**config.mk**
```make
export PLATFORM = sky130hd
export DESIGN_NAME = mem_sort_ctrl
export DESIGN_NICKNAME = d
export VERILOG_FILES = /design/src/rtl/sort_pkg.sv /design/src/rtl/sort_cmp.sv /design/src/rtl/mem_sort_ctrl.sv
export SDC_FILE = /design/constraint.sdc
export NUM_CORES = 1
export LEC_CHECK = 0
export ABC_AREA = 0
export BUFFER_PORTS_ARGS = -buffer_cell sky130_fd_sc_hd__buf_2
export CAP_MARGIN = 20
export CORE_AREA = 2 2 101 123
export CTS_CLUSTER_SIZE = 30
export DETAILED_ROUTE_END_ITERATION = 10
export DIE_AREA = 0 0 103 125
export PLACE_DENSITY = 0.76
export SKIP_CTS_REPAIR_TIMING = 1
export SYNTH_ARGS = -nofsm -noshare
export SYNTH_HDL_FRONTEND = slang
export SYNTH_HIERARCHICAL = 1
export SYNTH_SLANG_ARGS = --single-unit
```
**constraint.sdc**
```tcl
create_clock -name clk -period 4.4 [get_ports clk]
set_clock_uncertainty 0.1 [all_clocks]
set_input_delay 0.44 -clock clk [delete_from_list [all_inputs] [get_ports clk]]
set_output_delay 0.44 -clock clk [all_outputs]
set_load 0.005 [all_outputs]
```
**src/rtl/sort_pkg.sv**
```systemverilog
// sort_pkg: shared constants and FSM state encoding for the in-place memory sorter.
package sort_pkg;
    localparam int MEM_DEPTH = 1024;
    localparam int IDX_W     = 10;
    localparam int DATA_W    = 32;

    typedef enum logic [2:0] {
        S_IDLE     = 3'd0,
        S_RD_A     = 3'd1,
        S_RD_B     = 3'd2,
        S_CMP      = 3'd3,
        S_WR_A     = 3'd4,
        S_WR_B     = 3'd5,
        S_PASS_END = 3'd6,
        S_DONE     = 3'd7
    } sort_state_t;
endpackage

```
**src/rtl/sort_cmp.sv**
```systemverilog
// sort_cmp: swap decision for one adjacent pair; SORT_DESC_EN selects descending order.
// Equal words never swap, which keeps the sort stable in both orders.
module sort_cmp import sort_pkg::*; #(
    parameter int W = DATA_W
) (
    input  logic [W-1:0] a_i,
    input  logic [W-1:0] b_i,
    output logic         swap_o
);
`ifdef SORT_DESC_EN
    assign swap_o = a_i < b_i;
`else
    assign swap_o = a_i > b_i;
`endif
endmodule

```
**src/rtl/mem_sort_ctrl.sv**
```systemverilog
// mem_sort_ctrl: in-place bubble-sort sequencer for a 1024x32 single-port memory.
// Order is set by SORT_DESC_EN inside sort_cmp (undefined: ascending).
module mem_sort_ctrl import sort_pkg::*; #(
    parameter int DATA_W = sort_pkg::DATA_W,
    parameter int ADDR_W = 32,
    parameter int IDX_W  = sort_pkg::IDX_W
) (
    input  logic              clk,
    input  logic              reset,
    input  logic              start,
    input  logic [IDX_W-1:0]  base,
    input  logic [IDX_W:0]    len,
    output logic              busy,
    output logic              done,
    output logic              err,
    output logic [ADDR_W-1:0] mem_adr,
    output logic [DATA_W-1:0] mem_din,
    input  logic [DATA_W-1:0] mem_dout,
    output logic              mem_wr_en,
    output logic              mem_rd_en
);
    localparam logic [IDX_W:0] LEN_MAX = {1'b1, {IDX_W{1'b0}}};

    sort_state_t       state_q, state_d;
    logic [IDX_W-1:0]  base_q, base_d, last_q, last_d, i_q, i_d, i_nx, idx;
    logic [DATA_W-1:0] a_q, a_d, b_q, b_d;
    logic              swapped_q, swapped_d, err_q, err_d, swap;

    sort_cmp #(.W(DATA_W)) u_cmp (.a_i(a_q), .b_i(mem_dout), .swap_o(swap));

    assign i_nx = i_q + IDX_W'(1);
    // the upper word of the pair sits one index above i; IDX_W-bit sums wrap the region
    assign idx  = base_q + i_q + IDX_W'(state_q == S_RD_B || state_q == S_WR_B);

    always_comb begin
        state_d   = state_q;
        base_d    = base_q;
        last_d    = last_q;
        i_d       = i_q;
        a_d       = a_q;
        b_d       = b_q;
        swapped_d = swapped_q;
        err_d     = 1'b0;
        case (state_q)
            S_IDLE: if (start) begin
                if (len > LEN_MAX) err_d = 1'b1;
                else if (len < (IDX_W+1)'(2)) state_d = S_DONE;
                else begin
                    base_d    = base;
                    last_d    = IDX_W'(len - (IDX_W+1)'(1));
                    i_d       = '0;
                    swapped_d = 1'b0;
                    state_d   = S_RD_A;
                end
            end
            S_RD_A: state_d = S_RD_B;
            S_RD_B: begin
                a_d     = mem_dout;
                state_d = S_CMP;
            end
            S_CMP: begin
                b_d = mem_dout;
                if (swap) state_d = S_WR_A;
                else begin
                    i_d     = i_nx;
                    state_d = (i_nx < last_q) ? S_RD_A : S_PASS_END;
                end
            end
            S_WR_A: state_d = S_WR_B;
            S_WR_B: begin
                swapped_d = 1'b1;
                i_d       = i_nx;
                state_d   = (i_nx < last_q) ? S_RD_A : S_PASS_END;
            end
            S_PASS_END: if (!swapped_q || last_q == IDX_W'(1)) state_d = S_DONE;
            else begin
                last_d    = last_q - IDX_W'(1);
                i_d       = '0;
                swapped_d = 1'b0;
                state_d   = S_RD_A;
            end
            default: state_d = S_IDLE;
        endcase
    end

    always_ff @(posedge clk) begin
        if (reset) begin
            state_q   <= S_IDLE;
            base_q    <= '0;
            last_q    <= '0;
            i_q       <= '0;
            a_q       <= '0;
            b_q       <= '0;
            swapped_q <= 1'b0;
            err_q     <= 1'b0;
        end else begin
            state_q   <= state_d;
            base_q    <= base_d;
            last_q    <= last_d;
            i_q       <= i_d;
            a_q       <= a_d;
            b_q       <= b_d;
            swapped_q <= swapped_d;
            err_q     <= err_d;
        end
    end

    assign busy      = state_q != S_IDLE;
    assign done      = state_q == S_DONE;
    assign err       = err_q;
    assign mem_rd_en = state_q == S_RD_A || state_q == S_RD_B;
    assign mem_wr_en = state_q == S_WR_A || state_q == S_WR_B;
    assign mem_adr   = (mem_rd_en || mem_wr_en) ? ADDR_W'(idx) : '0;
    assign mem_din   = state_q == S_WR_A ? b_q : state_q == S_WR_B ? a_q : '0;
endmodule

```
==> flow_summary.ini <==
[outcome]
outcome = completed

[grt]
grt_max_degree = 57
grt_pass1_vias = 5401
antenna_found_initial = 0
grt_pass1_wl_um = 24300
gr-total-overflow = 0
grt_util_all_layers_pct = 23.0

[finish]
final_util_pct = 60.9
synthToLayoutAreaGrowth_pct = 13.5
final_cells = 1075
nNetsFinal = 1020
antenna_cells = 0
drive_gt1_share_pct = 15.6

[clock_tree]
h-tree-depth = 3
cts_tree = built
cts_buffers = 9
clkSlewWorstSetupHoldPaths_ns = 0.07
cts-root-buf = clkbuf_16
clock-sinks = 99
clk-insertion-delay-late_ns = 0.34
clockBufferDepth = 2

[timing]
fmax_mhz = 285
period_needed_ns = 3.51
final-setup-viol-count = 0
holdWs_ns = 0.228
fin_setup_tns_ns = 0
post-route-period-util_pct = 79.7
relSlewSlack_pct = 42.9
rsz0062_at_grt = false
slew_viol_final = 0
hold_viol_final = 0
tightestPinTransition_ns = 0.857

[placement]
gp_congestion = 0.851
dp.cells = 1059
hpwl_um = 10400
io_buffers = 102

[logic_synthesis]
synth_seq_cells = 99
synthesis.area_um2 = 6320
synth_edf_count = 0
ys_seq_area_share_pct = 31.4
syn_area_per_cell_um2 = 7.63
synth_top_flop_cell = dfxtp_1
ys_top_cells_by_area = dfxtp_1, ha_1, nand2_1, a21oi_1, mux2i_1
synth_cell_type_count = 62
syn-instance-count = 828
synthArstFlopShare_pct = 0
ys_warn_count = 6
yosysTopAreaCellShare_pct = 31.4
synth_top_cell_by_area = dfxtp_1

[floorplan]
chipWidth_um = 103
ios = 125
die_h_um = 125
die_area_um2 = 12900
coreArea_um2 = 11800
initial_core_util_pct = 53.6
std_cell_rows = 44

[drt]
drt-wirelength-per-cell_um = 13.7
drtAntennaViolNets = 0
firstDrtPassIters = 4
dr_total_vias = 5775
drc_errors = 0
routed_wl_um = 14700
drtIter0Drc = 233
vias_per_cell = 5.37

[setup_path]
crit_required_ns = 3.86
cp_top_family = adder cells
worst-path-buf-inv = 2
crit_chain = nand2b_1 > inv_2 > a21oi_1 > fa_1 > fa_1 > nor2b_1 > o21ai_0 > nand2b_1 > a311oi_1 > o21a_1 > nor3_1 > buf_2
end_kind = output pin
startpoint_type = flip-flop
r2r_start = a_q[17]
worstPathArrival_ns = 2.97
crit_fanout = 8
cp-endpoint = mem_adr[8]
reg2reg_to = i_q[4]
cp.depth = 12
critical_path_class = reg2out
r2r_setup_slack_ns = 1.00
r2r_cells = 12
critical_path.max_stage_delay_ns = 0.46
cp-startpoint = state_q[2]
cp_slowest_cell = dfxtp_1

[pwr]
swShare_pct = 25.4
pwr-share-clk_pct = 42.6
ir_drop_mv = 0.152
cellPowerDensity_nw_per_um2 = 297
combPwrFrac_pct = 13.4
p_seq_share_pct = 44.1
leakage_nw = 3.09
p_int_w = 0.00159
p_sw_w = 0.000541

[job]
max_cap_viol_count = 0

[hold_path]
hold_class = in2reg
-- state kept, by name (all words and copies together), names as in the netlist --
register   cells
base_q        10
state_q        3
last_q        10
a_q           32
b_q           32
i_q           10
err            1
swapped_q      1
-- placed cells by master, fill, tap and decap left out, drive strengths merged, types with 5 or more instances in the layout --
| cell type | count |
|---|---|
| buf | 109 |
| and3 | 5 |
| o31ai | 5 |
| nor2 | 75 |
| nor4 | 5 |
| a31oi | 5 |
| clkbuf | 10 |
| nor3 | 10 |
| mux2i | 42 |
| a21o | 5 |
| or3 | 6 |
| nand4 | 7 |
| o21ai | 26 |
| inv | 57 |
| ha | 53 |
| nor2b | 5 |
| a31o | 5 |
| xor2 | 8 |
| nand3 | 18 |
| nand2b | 5 |
| xnor2 | 14 |
| conb | 22 |
| nand2 | 156 |
| dfxtp | 99 |
| a21oi | 99 |
-- kinds of logic (layout without fill, tap and decap cells) --
group	count (synthesis)	count (layout)	synth area share [%]
buffers and inverters	117	182	8.67
other	1	22	0.0593
xor gates and xnor gates	22	22	3.05
DFF	99	99	31.4
adders and majority gates	55	55	11.1
muxes	42	42	6.65
and+or+nand+nor	314	314	22.2
AOI/OAI and AO/OA	178	178	16.8
-- through the flow --
step | worst slack [ns] | area [µm²] | power [W]
finish | 0.893 | 7170 | 0.00213
floorplan | 0.734 | 6400 | 0.00117
detailed placement | 0.853 | 6830 | 0.00124
global placement | 0.896 | 6830 | 0.00124
CTS | 0.867 | 7170 | 0.00214
global route | 0.657 | 7170 | 0.00221
-- cell type report --
cell class / instances / area (µm²)
multi-input cells: 633 / 3870
well taps: 161 / 201
flip-flops and latches: 99 / 1980
clock inverters: 6 / 111
inverters: 57 / 214
fillers: 1160 / 4610
repair buffers: 109 / 563
clock buffers: 10 / 229
-- Yosys cell counts (4+ instances only) --
library cell,count
dfxtp_1,99
o21ai_1,7
nand2b_1,5
mux2i_1,42
clkbuf_1,29
o31ai_1,5
nor2b_1,5
a22oi_1,4
a31o_2,5
a21o_1,5
ha_1,53
nor2_1,75
xnor2_1,14
nor4b_1,4
nand3_1,18
o21a_1,4
nor3_1,10
o21ai_0,19
xor2_1,8
o211ai_1,4
nand2_1,156
nor3b_1,4
or3_1,4
nand4_1,7
and3_1,5
a21oi_1,99
inv_1,55
nor4_1,5
a31oi_1,5
buf_4,22
-- power by group through the flow --
stage | Combinational (W) | Sequential, W | Clock (W)
after global routing | 0.000320 | 0.000940 | 0.000954
after floorplan | 0.000215 | 0.000952 | 0
final | 0.000284 | 0.000938 | 0.000906
after CTS | 0.000284 | 0.000937 | 0.000920
after global placement | 0.000278 | 0.000958 | 0
after detailed placement | 0.000282 | 0.000958 | 0
-- worst register-to-register path: cells and delay by family (launching register included) --
family / cells / cell delay, ns
compound gates: 8 / 1.77
fa+ha+maj: 1 / 0.32
flops: 1 / 0.33
simple gates: 3 / 0.82
-- how the worst min path moves through the flow --
| stage | startpoint | end | slack, ns | depth (start not counted) |
|---|---|---|---|---|
| 2_1_floorplan | b_q[0] | b_q[0] | 0.34 | 2 |
| 3_3_place_gp | b_q[11] | b_q[11] | 0.34 | 2 |
| 3_5_place_dp | b_q[29] | b_q[29] | 0.35 | 2 |
| 4_1_cts | base[5] | base_q[5] | 0.22 | 3 |
| 5_1_grt | base[9] | base_q[9] | 0.23 | 3 |
| 6_report | base[5] | base_q[5] | 0.23 | 3 |
-- metal layers --
| metal | track usage [%] | vias to the layer above | part of all wire, % |
|---|---|---|---|
| met2 | 40.4 | 114 | 51 |
| met5 | 0 | - | 0 |
| met3 | 3.58 | 15 | 4.1 |
| met1 | 28.4 | 2686 | 44 |
| li1 | - | 2960 | - |
| met4 | 7.28 | 0 | 1.4 |
Power figures use the tool's default switching activity.
